[config.mk]
export PLATFORM = sky130hd
export DESIGN_NAME = coin_sequencer
export DESIGN_NICKNAME = d
export VERILOG_FILES = /design/src/rtl/coin_pkg.sv /design/src/rtl/coin_rr_arbiter.sv /design/src/rtl/coin_sequencer.sv
export SDC_FILE = /design/constraint.sdc
export NUM_CORES = 1
export LEC_CHECK = 0
export CORE_MARGIN = 5
export CORE_UTILIZATION = 49
export DETAILED_ROUTE_END_ITERATION = 10
export HOLD_SLACK_MARGIN = 0.12
export PLACE_DENSITY_LB_ADDON = 0.2
export RECOVER_POWER = 50
export SLEW_MARGIN = 20
export SYNTH_ARGS = -nofsm -noshare
export SYNTH_HDL_FRONTEND = slang
export SYNTH_HIERARCHICAL = 1
export SYNTH_SLANG_ARGS = --single-unit
[constraint.sdc]
create_clock -name clk -period 2.4 [get_ports clk]
set_input_delay 0.36 -clock clk [delete_from_list [all_inputs] [get_ports clk]]
set_output_delay 0.36 -clock clk [all_outputs]
set_load 0.05 [all_outputs]
[src/rtl/coin_pkg.sv]
// coin_pkg: shared types and constants for the coin sequencer.
//   coin_e    - coin type, also used as the round-robin pointer
//   state_e   - issue FSM states
//   *_VALUE   - coin values in cents
//   coin_next - round-robin successor (NICKEL -> DIME -> QUARTER -> NICKEL)
package coin_pkg;

    typedef enum logic [1:0] {
        NICKEL  = 2'd0,
        DIME    = 2'd1,
        QUARTER = 2'd2
    } coin_e;

    typedef enum logic [1:0] {
        IDLE  = 2'd0,
        PULSE = 2'd1,
        GAP   = 2'd2,
        HOLD  = 2'd3
    } state_e;

    localparam int NUM_COINS     = 3;
    localparam int NICKEL_VALUE  = 5;
    localparam int DIME_VALUE    = 10;
    localparam int QUARTER_VALUE = 25;

    function automatic coin_e coin_next(input coin_e c);
        case (c)
            NICKEL:  return DIME;
            DIME:    return QUARTER;
            default: return NICKEL;
        endcase
    endfunction

endpackage

[src/rtl/coin_rr_arbiter.sv]
// coin_rr_arbiter: combinational 3-way round-robin arbiter.
//   req     - one request bit per coin type (bit index = coin_e)
//   ptr     - highest-priority type this round
//   gnt     - one-hot grant, zero when no request
//   nxt_ptr - type following the granted one (ptr when nothing granted)
//   any     - at least one request present
module coin_rr_arbiter
    import coin_pkg::*;
(
    input  logic [2:0] req,
    input  coin_e      ptr,
    output logic [2:0] gnt,
    output coin_e      nxt_ptr,
    output logic       any
);

    coin_e c0;
    coin_e c1;
    coin_e c2;

    // Search order starting at the pointer.
    assign c0  = ptr;
    assign c1  = coin_next(c0);
    assign c2  = coin_next(c1);
    assign any = |req;

    always_comb begin
        gnt     = '0;
        nxt_ptr = ptr;
        if (req[c0]) begin
            gnt[c0] = 1'b1;
            nxt_ptr = c1;
        end else if (req[c1]) begin
            gnt[c1] = 1'b1;
            nxt_ptr = c2;
        end else if (req[c2]) begin
            gnt[c2] = 1'b1;
            nxt_ptr = c0;
        end
    end

endmodule

[src/rtl/coin_sequencer.sv]
// coin_sequencer: shares the vending machine's coin channel between three
// coin acceptors. Rising edges on the raw sensor lines are counted per type
// and replayed as one-hot single-cycle pulses separated by idle gaps, with
// round-robin fairness and a pause after every vend.
//   clk, reset_n             - clock, asynchronous active-low reset
//   coin_*_in                - raw sensor levels, rising edge = one coin
//   valid                    - vend achieved (rising edge counted)
//   nickel/dime/quarter      - registered one-cycle coin pulses
//   busy                     - coins pending or sequencer not idle
//   overflow                 - sticky: coin lost on a saturated counter
//   vend_count               - wrapping count of vends
module coin_sequencer
    import coin_pkg::*;
#(
    parameter int CNT_W       = 3,
    parameter int GAP_CYCLES  = 1,
    parameter int HOLD_CYCLES = 4,
    parameter int VEND_W      = 8
) (
    input  logic              clk,
    input  logic              reset_n,
    input  logic              coin_nickel_in,
    input  logic              coin_dime_in,
    input  logic              coin_quarter_in,
    input  logic              valid,
    output logic              nickel,
    output logic              dime,
    output logic              quarter,
    output logic              busy,
    output logic              overflow,
    output logic [VEND_W-1:0] vend_count
);

    localparam int TMR_MAX = (GAP_CYCLES > HOLD_CYCLES) ? GAP_CYCLES : HOLD_CYCLES;
    localparam int TMR_W   = $clog2(TMR_MAX + 1);
    localparam logic [CNT_W-1:0] CNT_MAX   = '1;
    localparam logic [TMR_W-1:0] GAP_LOAD  = TMR_W'(GAP_CYCLES - 1);
    localparam logic [TMR_W-1:0] HOLD_LOAD = TMR_W'(HOLD_CYCLES - 1);

    logic [2:0]       coin_in;
    logic [2:0]       coin_q;
    logic [2:0]       coin_ev;
    logic             valid_q;
    logic             vrise;
    logic [2:0]       req;
    logic [2:0]       gnt;
    logic [2:0]       take;
    logic [2:0]       drop;
    logic             arb_any;
    logic             grant_en;
    coin_e            ptr;
    coin_e            ptr_n;
    coin_e            arb_nxt;
    state_e           state;
    state_e           state_n;
    logic [TMR_W-1:0] tmr;
    logic [TMR_W-1:0] tmr_n;
    logic [2:0]       pulse_q;
    logic [2:0]       pulse_n;

    assign coin_in = {coin_quarter_in, coin_dime_in, coin_nickel_in};

    always_ff @(posedge clk or negedge reset_n) begin
        if (!reset_n) begin
            coin_q  <= '0;
            valid_q <= 1'b0;
        end else begin
            coin_q  <= coin_in;
            valid_q <= valid;
        end
    end

    assign coin_ev = coin_in & ~coin_q;
    assign vrise   = valid & ~valid_q;
    assign take    = grant_en ? gnt : 3'b000;

    // One saturating pending counter per coin type.
    for (genvar i = 0; i < NUM_COINS; i++) begin : g_cnt
        logic [CNT_W-1:0] cnt;

        assign req[i]  = (cnt != '0);
        // A grant in the same cycle frees a slot, so only an ungranted event
        // on a full counter loses a coin.
        assign drop[i] = coin_ev[i] & ~take[i] & (cnt == CNT_MAX);

        always_ff @(posedge clk or negedge reset_n) begin
            if (!reset_n) begin
                cnt <= '0;
            end else if (coin_ev[i] && !take[i]) begin
                if (cnt != CNT_MAX) begin
                    cnt <= cnt + CNT_W'(1);
                end
            end else if (!coin_ev[i] && take[i]) begin
                cnt <= cnt - CNT_W'(1);
            end
        end
    end

    coin_rr_arbiter u_arb (
        .req     (req),
        .ptr     (ptr),
        .gnt     (gnt),
        .nxt_ptr (arb_nxt),
        .any     (arb_any)
    );

    always_ff @(posedge clk or negedge reset_n) begin
        if (!reset_n) begin
            state   <= IDLE;
            tmr     <= '0;
            ptr     <= NICKEL;
            pulse_q <= '0;
        end else begin
            state   <= state_n;
            tmr     <= tmr_n;
            ptr     <= ptr_n;
            pulse_q <= pulse_n;
        end
    end

    // The last cycle of GAP or HOLD may grant directly, so back-to-back coins
    // are spaced 1+GAP_CYCLES apart without an extra IDLE cycle. A vend edge
    // always wins over a grant.
    always_comb begin
        logic can_grant;
        can_grant = 1'b0;
        state_n   = state;
        tmr_n     = tmr;
        ptr_n     = ptr;
        pulse_n   = '0;
        grant_en  = 1'b0;

        case (state)
            IDLE: begin
                if (vrise) begin
                    state_n = HOLD;
                    tmr_n   = HOLD_LOAD;
                end else begin
                    can_grant = 1'b1;
                end
            end
            PULSE: begin
                if (vrise) begin
                    state_n = HOLD;
                    tmr_n   = HOLD_LOAD;
                end else begin
                    state_n = GAP;
                    tmr_n   = GAP_LOAD;
                end
            end
            GAP: begin
                if (vrise) begin
                    state_n = HOLD;
                    tmr_n   = HOLD_LOAD;
                end else if (tmr == '0) begin
                    can_grant = 1'b1;
                end else begin
                    tmr_n = tmr - TMR_W'(1);
                end
            end
            HOLD: begin
                if (vrise) begin
                    tmr_n = HOLD_LOAD;
                end else if (tmr == '0) begin
                    can_grant = 1'b1;
                end else begin
                    tmr_n = tmr - TMR_W'(1);
                end
            end
            default: state_n = IDLE;
        endcase

        if (can_grant) begin
            state_n = IDLE;
            if (arb_any) begin
                state_n  = PULSE;
                pulse_n  = gnt;
                ptr_n    = arb_nxt;
                grant_en = 1'b1;
            end
        end
    end

    always_ff @(posedge clk or negedge reset_n) begin
        if (!reset_n) begin
            overflow   <= 1'b0;
            vend_count <= '0;
        end else begin
            if (|drop) begin
                overflow <= 1'b1;
            end
            if (vrise) begin
                vend_count <= vend_count + VEND_W'(1);
            end
        end
    end

    assign nickel  = pulse_q[NICKEL];
    assign dime    = pulse_q[DIME];
    assign quarter = pulse_q[QUARTER];
    assign busy    = (|req) | (state != IDLE);

endmodule

# Word-level counts from Yosys, hierarchy flattened
# Cells that the tools add are included.
word_totals:
  regBits: 32
  inputBits: 6
  out_inout_bits: 13
  elab_cells: 141
classes:
  addsub: 8
  order_cmp: 6
  n_eq_ne: 17
  mux: 47
  bitwise_logic: 14
  n_reduce_logical: 38
op_table:
  columns: ["operator", "count"]
  rows:
  - ["two-way mux 3 bit", 18]
  - ["two-way mux 1 bit", 13]
  - ["inequality test 3 bit, second input constant", 4]
  - ["one-hot mux 2 bit (2 select lines)", 3]
  - ["nonzero test 3 bit", 4]
  - ["subtractor 3 x 1 -> 3 bit, second input constant", 4]
  - ["two-way mux 2 bit", 5]
  - ["AND reduction 2 bit", 5]
  - ["nonzero test 2 bit", 5]
  - ["adder 3 x 1 -> 3 bit, second input constant", 3]
  - ["== test 3 bit, second input constant", 3]
  - ["logical AND 1 bit", 9]
  - ["< comparator 2 x 3 -> 1 bit, second input constant", 3]
  - ["one-hot mux 3 bit (3 select lines)", 1]
  - ["adder 8 x 1 -> 8 bit, second input constant", 1]
  - ["bitwise AND 1 bit", 7]
  - ["binary-select mux 1 bit (select 2 bit)", 3]
  - ["demux 1 bit (select 2 bit)", 3]
  - ["== test 2 x 1 -> 1 bit, second input constant", 3]
  - ["greater-or-equal comparator 2 x 1 -> 1 bit, second input constant", 3]
  - ["logical NOT 1 bit", 6]
  - ["logical NOT 2 bit", 3]
  - ["inequality test 2 x 1 -> 1 bit, second input constant", 3]
  - ["OR reduction 3 bit", 2]
  - ["11 further kinds", 16]

# Longest topological paths before layout
depth:
  word_depth: 16
  ltp_mapped: 11
  ltp_nobuf: 11

# Cells and area by module
# The synthesis kept the hierarchy.
modules_own_cells:
  columns: ["module", "instances", "cells_each", "area_each_um2", "seq_area_each_um2"]
  rows:
  - ["coin_sequencer", 1, 131, 1549.0, 800.8]
  - ["coin_rr_arbiter", 1, 15, 96.3, 0.0]

# Least setup slack after synthesis
# No wires, ideal clock.
synth_path:
  path_type: "register to register"
  startpoint: "register g_cnt[2].cnt[0]"
  endpoint: "register g_cnt[1].cnt[2]"
  setup_ps: 80
  t_arrival_ps: 2410
  required_time_ps: 2320
  setup_slack_ps: -90
  path_stages_with_launch: 10
  path_buffers: 0
  cell_sequence: "dfrtp_1 -> or3_1 -> or3_1 -> nand2_1 -> a211oi_4 -> nand2b_1 -> fa_1 -> and3_1 -> mux2i_1 -> xnor2_1"
synth_lines:
  columns: ["element", "line", "text"]
  rows:
  - ["start: declaration", "coin_sequencer.sv:79", "logic [CNT_W-1:0] cnt;"]
  - ["start signal: assignment", "coin_sequencer.sv:91", "cnt <= cnt + CNT_W'(1);"]
  - ["start signal: assignment", "coin_sequencer.sv:94", "cnt <= cnt - CNT_W'(1);"]
  - ["nonzero test 3 bit (*)", "coin_sequencer.sv:81", "assign req[i] = (cnt != '0);"]
  - ["named net req[2]", "coin_sequencer.sv:45", "logic [2:0] req;"]
  - ["OR reduction 3 bit (*)", "coin_rr_arbiter.sv:25", "assign any = |req;"]
  - ["named net arb_any", "coin_sequencer.sv:49", "logic arb_any;"]
  - ["two-way mux 1 bit (*)", "coin_sequencer.sv:175", "if (arb_any) begin"]
  - ["two-way mux 1 bit (*)", "coin_sequencer.sv:173", "if (can_grant) begin"]
  - ["two-way mux 3 bit (*)", "coin_sequencer.sv:75", "assign take = grant_en ? gnt : 3'b000;"]
  - ["logical NOT 1 bit", "coin_sequencer.sv:89", "end else if (coin_ev[i] && !take[i]) begin"]
  - ["logical AND 1 bit", "coin_sequencer.sv:89", null]
  - ["inequality test 2 x 1 -> 1 bit (no source line) or nonzero test 2 bit (tied branches)", null, null]
  - ["AND reduction 2 bit (no source line)", null, null]
  - ["end signal: assignment", "coin_sequencer.sv:91", null]
  - ["end signal: assignment", "coin_sequencer.sv:94", null]
  - ["end: declaration", "coin_sequencer.sv:79", null]
# The timed path passes the listed nets; every way through them passes the cells marked *. The select of a mux whose other input is x is not followed.
# A chain may end at the register's enable or synchronous reset.

# Worst setup path after layout
layout_path:
  startpoint: "register g_cnt[2].cnt[2]"
  endpoint: "register g_cnt[1].cnt[2]"
# The elaborated chain is that of the path after synthesis.

==> flow_metrics.tcl <==
set metrics [dict create \
    stdcell_area_sq_um 2220 \
    ys_warn_count 6 \
    pre_cts_slack_ps -25.4 \
    synth_xor_area_share_pct 9.05 \
    dpl.hpwl_microns 2410 \
    die-area_sq_um 4620 \
    synth_cell_types 36 \
    antenna_found_initial 0 \
    synth_nets 158 \
    maxCapViolations 1 \
    crit_path_end_kind "flip-flop" \
    synth_top_family_by_area "simple AND/OR/NAND/NOR gates" \
    finClkSkew_ps 12.8 \
    netlist_instances 146 \
    cts_max_path_buffers 2 \
    max_freq_mhz 414 \
    drive_gt1_share_pct 29.9 \
    via_count 1264 \
    ir_drop_mv 0.577 \
    cts_hold_buffers 0 \
    cts_root_buf "clkbuf_4" \
    worstPathMaxFanout 4 \
    outcome "complete, but fails checks" \
    drt_iter0_markers 91 \
    layout.nets 208 \
    tightestPinTransition_ps 1730 \
    wl_per_cell_microns 14.1 \
    cts.htree.levels 2 \
    worstPathArrival_ps 2670 \
    p_leak_uw 0.000977 \
    antenna_cells 0 \
    synth-seq-cells 32 \
    clock-sinks 32 \
    slew_headroom_pct -15.1 \
    hp-class "in -> reg" \
    power.total_uw 2790 \
    pin_count 19 \
    routed_wl_microns 3430 \
    syn_area_sq_um 1650 \
    finalHoldViolCount 0 \
    layout_common_cells "32 x dfrtp_1, 27 x buf_4, 15 x nand2_1" \
    grt_pass1_wl_microns 5580 \
    worst_ep_required_time_ps 2660 \
    setup_viol 2 \
    power_density_nw_per_um2 1260 \
    yosys-top-cells-area "dfrtp_1 49%, xnor2_1 7.5%, nand2_1 4.1%" \
    gp_congestion 0.901 \
    cts_tree "yes" \
    synthArstFlopShare_pct 100 \
    clkTransAtPathRegs_ps 110 \
    period_minus_slack_ps 2420 \
    dieHeight_microns 67.9 \
    critPathKind "reg -> reg" \
    viasPerCell 5.20 \
    grt_max_degree 33 \
    yosysTopAreaCellShare_pct 48.7 \
    n_fill_cell 257 \
    yosys_most_used_dff "dfrtp_1" \
    drv_slew 33 \
    synth_compound_area_share_pct 11.0 \
    rsz0062_at_grt "true" \
    track_usage_pct 16.3 \
    grt_pass1_vias 1302 \
    grt_overflow 0 \
    drc 0 \
    row_count 21 \
    synthSimpleGateAreaFrac_pct 17.1 \
    utilization_pct 67.5 \
    port_buffers 18 \
    startpoint_type "flip-flop" \
    ant_nets 0 \
    start_util_pct 50.1 \
    avgSynthCellArea_sq_um 11.3 \
    yosysSeqAreaShare_pct 48.7 \
    layout_commonest_cell "dfrtp_1" \
    dr.pass1.iters 4 \
    synthAdderAreaFrac_pct 5.93 \
    synth_largest_area_cell "dfrtp_1" \
    synth_edf_count 0 \
    fp.dieW_microns 67.9 \
    timing.final.ws_setup_ps -15.0 \
    period_share_pct 101 \
    core_area_sq_um 3280 \
    dpl_cell_area_sq_um 2030 \
    violations "capacitance limit, slew limit, setup timing" \
    clkLatencyLatePin_ps 330 \
    area_growth_pct 34.8 \
    muxShareOfSynthArea_pct 5.48 \
    cts_made_buffers 5 \
]
-- final cells by class --
cell class,count,area (sq um),area share (%)
timing repair buffer,46,388,17.5
tap,46,57.6,2.60
multi-input combinational,104,868,39.2
sequential,32,801,36.1
clock inverter,2,35.0,1.58
clock buffer,6,41.3,1.86
inverter,7,26.3,1.19
-- worst paths after layout --
path                                             start                           to  slack, ps  cells past startpoint
min reg2reg                  vend_count[7]$_DFFE_PN0P_    vend_count[7]$_DFFE_PN0P_        490                      1
max in group asynchronous                      reset_n           tmr[1]$_DFFE_PN0P_        460                      2
min in group asynchronous                      reset_n  g_cnt[1].cnt[1]$_DFFE_PN0P_        940                      2
min                                    coin_quarter_in          coin_q[2]$_DFF_PN0_        490                      1
max                        g_cnt[2].cnt[2]$_DFFE_PN0P_  g_cnt[1].cnt[2]$_DFFE_PN0P_        -20                      9
max reg2reg                g_cnt[2].cnt[2]$_DFFE_PN0P_  g_cnt[1].cnt[2]$_DFFE_PN0P_        -20                      9
-- per-layer routing --
| layer | share of wire [%] | routed length, microns | global-route usage [%] | up-vias |
|---|---|---|---|---|
| met3 | 4.1 | 140 | 4.60 | 12 |
| li1 | - | - | - | 600 |
| met2 | 51 | 1760 | 27.8 | 30 |
| met5 | 0 | 0 | 0 | - |
| met4 | 2.7 | 92 | 8.68 | 0 |
| met1 | 42 | 1440 | 18.4 | 622 |
-- cell families after synthesis --
group,Yosys count
and+or+nand+nor,54
muxes,8
buffers and inverters,10
adders and majority gates,6
xor gates and xnor gates,17
DFF,32
AOI/OAI and AO/OA,19
-- synth_stat cells (2+ instances only) --
master,instances
or3_1,4
xor2_1,3
nor2_1,5
a211oi_4,2
a21oi_1,3
nand2_1,18
o221ai_1,3
nor2b_1,5
nand4_1,3
nand3_1,3
ha_1,3
xnor2_1,14
nand2b_1,5
a221oi_1,2
inv_1,7
fa_1,3
dfrtp_1,32
and3_1,7
o22a_1,3
mux2_2,3
mux2i_1,3
-- flip-flops by register name, indices dropped and copies added (netlist names) --
signal and count:
coin_q 3, g_cnt.cnt 9, overflow 1, ptr 2, pulse_q 3, state 2
tmr 3, valid_q 1, vend_count 8
-- critical path: stages, from the launching register on --
cell and delay (ps):
dfrtp_1 400, or3_4 410, or3_4 440, nand2_2 110
a211oi_4 40, nand2b_4 170, fa_2 340, and3_1 150
mux2i_1 150, xnor2_1 140
-- repair_timing --
action | 4_1_cts | 5_1_grt
pin swaps | 3 | 4
setup buffers | 3 | 7
endpoints found under the setup margin | 3 | 4
cloned | 0 | 0
gates resized for setup | 2 | 9
-- power by group --
| part | switching [uW] | leakage (uW) | internal [uW] |
|---|---|---|---|
| logic | 773 | 0.000552 | 742 |
| registers | 142 | 0.000384 | 731 |
| clock network | 183 | 0.0000422 | 218 |
-- per-stage QoR --
stage / setup TNS (ps) / hold slack (ps) / instances
6_report: -20.9 / 489 / 243
5_1_grt: -362 / 482 / 243
4_1_cts: -13.5 / 418 / 236
3_5_place_dp: -25.4 / 475 / 225
3_3_place_gp: 0 / 461 / 225
2_1_floorplan: 0 / 64.4 / 146
No activity file was read; power rests on OpenSTA's default activity.
